### src/rtl/rst_req_ctrl.sv
// Reset-request initiator: gathers enabled reset requests and drives a minimum-width,
// acknowledged reset request. The optional ack-timeout escalation is enabled by RST_REQ_CTRL_ESCALATE_EN.
module rst_req_ctrl #(
  parameter int unsigned NumSrc           = 4,
  parameter int unsigned MinPulseCycles   = 16,
  parameter int unsigned AckTimeoutCycles = 1024
) (
  input  logic              clk_i,
  input  logic              rst_ni,
  input  logic [NumSrc-1:0] req_i,
  input  logic [NumSrc-1:0] req_en_i,
  input  logic              rst_ack_i,
  input  logic              cause_clr_i,
  output logic              rst_req_o,
  output logic              busy_o,
  output logic [NumSrc-1:0] cause_o,
  output logic              cause_valid_o,
  output logic              esc_o
);

  localparam int unsigned     CntW   = $clog2(MinPulseCycles + 1);
  localparam logic [CntW-1:0] CntMax = CntW'(MinPulseCycles - 1);

  localparam logic [1:0] StIdle    = 2'd0;
  localparam logic [1:0] StAssert  = 2'd1;
  localparam logic [1:0] StWaitRel = 2'd2;

  logic [1:0]        state_q, state_d;
  logic              rst_req_q, rst_req_d;
  logic [CntW-1:0]   cnt_q, cnt_d;
  logic [NumSrc-1:0] cause_q, cause_d;
  logic              cause_valid_q, cause_valid_d;
  logic [NumSrc-1:0] eff;

  assign eff = req_i & req_en_i;

  always_comb begin
    state_d       = state_q;
    rst_req_d     = rst_req_q;
    cnt_d         = cnt_q;
    cause_d       = cause_q;
    cause_valid_d = cause_valid_q;
    case (state_q)
      StIdle: begin
        if (|eff) begin
          state_d       = StAssert;
          rst_req_d     = 1'b1;
          cnt_d         = '0;
          cause_d       = eff;
          cause_valid_d = 1'b1;
        end else if (cause_clr_i) begin
          cause_d       = '0;
          cause_valid_d = 1'b0;
        end
      end
      StAssert: begin
        // Late sources fold into the event already in flight.
        cause_d = cause_q | eff;
        if (cnt_q != CntMax) begin
          cnt_d = cnt_q + CntW'(1);
        end
        if ((cnt_q == CntMax) && rst_ack_i) begin
          state_d   = StWaitRel;
          rst_req_d = 1'b0;
        end
      end
      StWaitRel: begin
        if (!rst_ack_i) begin
          state_d = StIdle;
        end
      end
      default: begin
        state_d   = StIdle;
        rst_req_d = 1'b0;
      end
    endcase
  end

  always_ff @(posedge clk_i or negedge rst_ni) begin
    if (!rst_ni) begin
      state_q       <= StIdle;
      rst_req_q     <= 1'b0;
      cnt_q         <= '0;
      cause_q       <= '0;
      cause_valid_q <= 1'b0;
    end else begin
      state_q       <= state_d;
      rst_req_q     <= rst_req_d;
      cnt_q         <= cnt_d;
      cause_q       <= cause_d;
      cause_valid_q <= cause_valid_d;
    end
  end

  assign rst_req_o     = rst_req_q;
  assign busy_o        = (state_q != StIdle);
  assign cause_o       = cause_q;
  assign cause_valid_o = cause_valid_q;

`ifdef RST_REQ_CTRL_ESCALATE_EN
  localparam int unsigned     TmoW   = $clog2(AckTimeoutCycles);
  localparam logic [TmoW-1:0] TmoMax = TmoW'(AckTimeoutCycles - 1);

  logic [TmoW-1:0] tmo_q, tmo_d;
  logic            esc_q, esc_d;

  always_comb begin
    tmo_d = tmo_q;
    esc_d = esc_q;
    // Holding the counter clear in IDLE gives a fresh count on every ASSERT entry.
    if (state_q == StIdle) begin
      tmo_d = '0;
    end else if (state_q == StAssert) begin
      if (tmo_q == TmoMax) begin
        esc_d = 1'b1;
      end else if (!rst_ack_i) begin
        tmo_d = tmo_q + TmoW'(1);
      end
    end
  end

  always_ff @(posedge clk_i or negedge rst_ni) begin
    if (!rst_ni) begin
      tmo_q <= '0;
      esc_q <= 1'b0;
    end else begin
      tmo_q <= tmo_d;
      esc_q <= esc_d;
    end
  end

  assign esc_o = esc_q;
`else
  logic unused_tmo_cfg;
  assign unused_tmo_cfg = ^AckTimeoutCycles;
  assign esc_o          = 1'b0;
`endif

endmodule

### config.mk
export PLATFORM = sky130hd
export DESIGN_NAME = rst_req_ctrl
export DESIGN_NICKNAME = d
export VERILOG_FILES = /design/src/rtl/rst_req_ctrl.sv
export SDC_FILE = /design/constraint.sdc
export NUM_CORES = 1
export LEC_CHECK = 0
export CELL_PAD_IN_SITES_DETAIL_PLACEMENT = 0
export CELL_PAD_IN_SITES_GLOBAL_PLACEMENT = 1
export CORE_MARGIN = 8
export CORE_UTILIZATION = 30
export CTS_CLUSTER_DIAMETER = 120
export DETAILED_ROUTE_END_ITERATION = 10
export PLACE_DENSITY_LB_ADDON = 0.1
export SLEW_MARGIN = 20
export SYNTH_ARGS = -nofsm -noshare
export SYNTH_HDL_FRONTEND = slang
export SYNTH_SLANG_ARGS = --single-unit
### constraint.sdc
create_clock -name clk_i -period 1.5 [get_ports clk_i]
set_input_delay 0.45 -clock clk_i [delete_from_list [all_inputs] [get_ports clk_i]]
set_output_delay 0.45 -clock clk_i [all_outputs]
set_load 0.02 [all_outputs]
* Yosys cells after proc, flatten, opt, wreduce, memory -nomap -nowiden
Index checks and enable logic that the tools add are counted.
Widths: inputs -> output; s select.
** Storage, ports and cells
- Register bits after elaboration :: 13
- Latch bits :: 0
- RAM bits :: 0
- Memory bits (read-only) :: 0
- Input port bits :: 12
- Output and inout bits :: 8
- Memories kept :: 0
** Cells by class
- $add $sub $neg :: 1
- Multipliers :: 0
- Div/mod/pow operators :: 0
- Magnitude comparators :: 0
- Equality and inequality tests :: 9
- Shift operators :: 0
- Multiplexer cells :: 15
- Bitwise logic cells :: 3
- Reduce and logical (&&, ||, !) cells :: 11
** Operator list (count)
- $mux 5 :: 2
- $pmux 5 s2 :: 1
- $reduce_and 3->1 :: 3
- $mux 4 :: 2
- $ne 2x2->1 const B :: 4
- $pmux 4 s2 :: 1
- $mux 2 :: 3
- $pmux 2 s3 :: 1
- $reduce_bool 2->1 :: 3
- $add 5x1->5 const B :: 1
- $eq 5x4->1 const B :: 1
- $ne 5x4->1 const B :: 1
- $and 4x4->4 :: 1
- $mux 1 :: 4
- $or 4x4->4 :: 1
- $reduce_and 2->1 :: 2
- $reduce_or 4->1 :: 1
- $ne 3x3->1 const B :: 1
- $pmux 1 s3 :: 1
- $eq 2x1->1 const B :: 1
- $eq 2x2->1 const B :: 1
- $logic_not 2->1 :: 1
- $logic_and 1x1->1 :: 1
- $not 1->1 :: 1

* Longest topological paths before layout
- Depth after elaboration :: 4
- Depth in mapped cells :: 7

* Least setup slack after synthesis
OpenSTA, ideal clock, no wires.
- Path type :: reg-to-reg
- Start :: reg cnt_q[0]
- End :: reg cnt_q[2]
- Setup time :: 0.083 ns
- Arrival :: 1.431 ns
- Slack :: -0.014 ns
- Cell stages (with the launch flop) :: 6
- Buffers on the path :: 0
- Cells stage by stage :: dfrtp_1 ha_1 and3_1 ha_1 or4_1 o21ai_0
** Between the ends
- Word-level cells in the longest chain between the ends :: 3
- Elaborated cells on any way between the ends :: 6
** Ends and longest elaborated chain
- from (decl) :: line 30 : logic [CntW-1:0] cnt_q, cnt_d;
- from (signal assigned) :: line 89 : cnt_q <= cnt_d;
- $add 5x1->5 / $ne 5x4->1 (equally long branches) :: line 60, 59
- $mux 5 / $ne 2x2->1 (equally long branches)
- $pmux 5 s2 / $reduce_and 3->1 (equally long branches)
Parallel ways exist; a longest one is shown, timed or not. The select of a mux whose other input is x is not followed.
A chain may end at the register's enable or synchronous reset.

* Worst setup path after layout
- Start :: reg cnt_q[1]
- End :: reg cnt_q[2]
Same word-level chain as after synthesis.

==> run metrics <==
run status=finished with violations; failing checks=setup timing; Final Instance Area=1080 um^2; Ant. Diodes=0; num ports=20; Comb pwr share=53.9%; Storage cell area=325 um^2; unrepaired setup endpoints after global routing=true; Worst Setup End Kind=register; multi-input combinational cell area=364 um^2; DRT Wirelength=1790 um; Max Root-Sink Buffers=2; Psw=0.000665 W; CTS buffer count=3; Hold Fails Final Rpt=0; xor/xnor share of the synthesized area=0%; Critical Path Fanout Max=5; largest net degree at the start of global routing=15; Die Footprint=4050 um^2; htree depth=1; crit path DAT=1.74 ns; Pint=0.00111 W; Worst Setup Start Kind=register; crit path time final=1.53 ns; Area after DPL=986 um^2; Routed WL per cell=13.9 um; Max Cap Viol=0; TritonCTS clock tree=built; post-route ant nets=0; #FFs+latches synth=13; gpl congestion=0.746; Final Max Tran Viols=0; Die X=63.6 um; NumNets Final=116; syn nets=80; worst slack, placed=-0.228 ns; Worst Hold Class=in2async; Clk network pwr share=12.4%; leading cell type in the layout, fill and taps excluded=buf_4; setup violators final=1; commonest non-fill, non-tap cells in the layout=buf_4, dfrtp_1, clkdlybuf4s50_1; Synth Area in Compound Gates=27.0%; Post-Synthesis Cell Area=681 um^2; num rows=17; yosys warns=0; Adder-Cell Fraction of Synth Area=3.68%; reg2reg path depth=5; Pre-Repair DR Iteration Count=4; Fmax=654 MHz; layout cells sized above 1=32.7%; cell chosen for the clock root=clkbuf_4; Seq pwr share=33.8%; setup ws final=-0.0287 ns; Worst-Skew Late Latency=0.28 ns; Power Density=1650 nW/um^2; initial antenna violation count=0; switching portion of total power=37.4%; Yosys cell types=30; kind of critical path=reg2reg; combinational family with the most area after synthesis=compound AO/OA/AOI/OAI gates; cell count after synthesis=66; Buffers on Ports=18; Vias=620; Tcrit/Tclk final=102%; register area share after synthesis=47.8%; Peak supply drop=0.768 mV; vias in the first global route=650; syn avg cell area=10.3 um^2; Via density=4.81; Overall Global Routing Usage=9.62%; clock transition at the registers of the reported paths=0.08 ns; CTS Sinks=13; core area=2170 um^2; global-route wire length before repair=3090 um; 1st-iter DRT viols=7; multiplexer area fraction after synthesis=1.47%; Required @ worst endpoint=1.71 ns; GRT Residual Overflow=0; Chip Height=63.6 um; clock skew=0.00542 ns; Post-Synth Simple-Gate Area=12.5%; Area Overhead vs Synth=58.1%; DP HPWL=1270 um; Initial Utilization=31.4%; Pleak=0.494 nW; fillers=247; Residual DRC=0
[through the flow]
stage	TNS (ns)	instances	utilization (%)	hold slack, ns	total power, W
2_1_floorplan	0	66	-	0.154	0.00105
3_3_place_gp	-1.87	123	45.4	0.467	0.00147
3_5_place_dp	-1.92	123	45.4	0.476	0.00148
4_1_cts	-0.0302	128	47.5	0.480	0.00171
5_1_grt	-0.205	129	49.6	0.485	0.00194
6_report	-0.0287	129	49.6	0.478	0.00178
[kinds of logic (layout without fill, tap and decap cells)]
| group | after synthesis | after routing |
|---|---|---|
| AO/OA/AOI/OAI | 22 | 22 |
| AND/OR/NAND/NOR | 16 | 16 |
| flip-flops | 13 | 13 |
| buffers and inverters | 11 | 46 |
| adder cells (fa/ha/maj) | 2 | 2 |
| other | 1 | 1 |
| multiplexers | 1 | 1 |
[state kept, by name, summed over array words and instances, names as in the netlist]
register	cells
rst_req_o	1
cause_o	4
state_q	2
cause_valid_o	1
cnt_q	5
[area by class of cell]
| type | instances | share of cell area (%) |
|---|---|---|
| Multi-Input combinational cell | 42 | 33.8 |
| Sequential cell | 13 | 30.2 |
| Timing Repair Buffer | 34 | 27.4 |
| Tap cell | 28 | 3.26 |
| Inverter | 8 | 2.79 |
| Clock buffer | 4 | 2.44 |
[cells in the mapped netlist]
cell type,instances,share of area [%]
dfrtp_1,13,48
inv_1,8,4.4
nand2_1,6,3.3
o22ai_1,4,3.7
o2bb2ai_1,4,5.1
a21oi_1,2,1.5
a31oi_1,2,1.8
buf_2,2,1.5
ha_1,2,3.7
nor2_1,2,1.1
nor3_1,2,1.5
a211o_2,1,1.5
a211oi_1,1,1.1
a21boi_0,1,1.1
a21o_1,1,1.1
a22oi_1,1,1.1
a22oi_4,1,3.1
a41o_2,1,1.7
a41oi_2,1,2.4
and3_1,1,0.92
buf_4,1,1.1
conb_1,1,0.55
mux2i_1,1,1.5
nand3b_1,1,1.1
nand4b_1,1,1.3
o21ai_0,1,0.73
o31ai_1,1,1.1
or2_0,1,0.92
or2_4,1,1.3
or4_1,1,1.1
[repair_timing]
action                                  CTS  global route
gates cloned                              0             0
endpoints found under the setup margin   12             7
setup buffers                             1             1
hold endpoints to repair                  0             0
pin swaps                                 1             2
hold buffers                              0             0
gates resized for setup                  16             7
[worst max-delay path: stages (launching register included)]
cell     delay (ns)
dfrtp_1        0.43
ha_4           0.18
and3_4         0.15
ha_4           0.16
or4_1          0.46
o21ai_1        0.08
[layer usage]
| metal | track usage [%] | wire length, um | share of wire, % | vias up |
|---|---|---|---|---|
| li1 | - | - | - | 310 |
| met4 | 5.01 | 14 | 0.78 | 0 |
| met3 | 3.71 | 110 | 6.1 | 2 |
| met2 | 14.7 | 816 | 46 | 14 |
| met5 | 0 | 0 | 0 | - |
| met1 | 11.3 | 849 | 47 | 294 |
[power by group through the flow]
stage               Sequential (W)  Clock, W  Combinational, W
floorplan                 0.000700         0          0.000348
global placement          0.000589         0          0.000878
detailed placement        0.000587         0          0.000894
CTS                       0.000583  0.000233          0.000890
global route              0.000621  0.000251           0.00106
finish                    0.000601  0.000220          0.000958
[final timing paths]
path,from,endpoint,slack (ns)
setup / recovery,cnt_q[1],cnt_q[2],-0.03
hold reg to reg,cause_valid_o,cause_valid_o,0.49
max in group asynchronous,rst_ni,cause_o[3],0.85
hold / removal,rst_ni,cnt_q[1],0.48
min in group clk_i,cause_valid_o,cause_valid_o,0.49
setup reg to reg,cnt_q[1],cnt_q[2],-0.03
No activity file was read; power rests on OpenSTA's default activity.
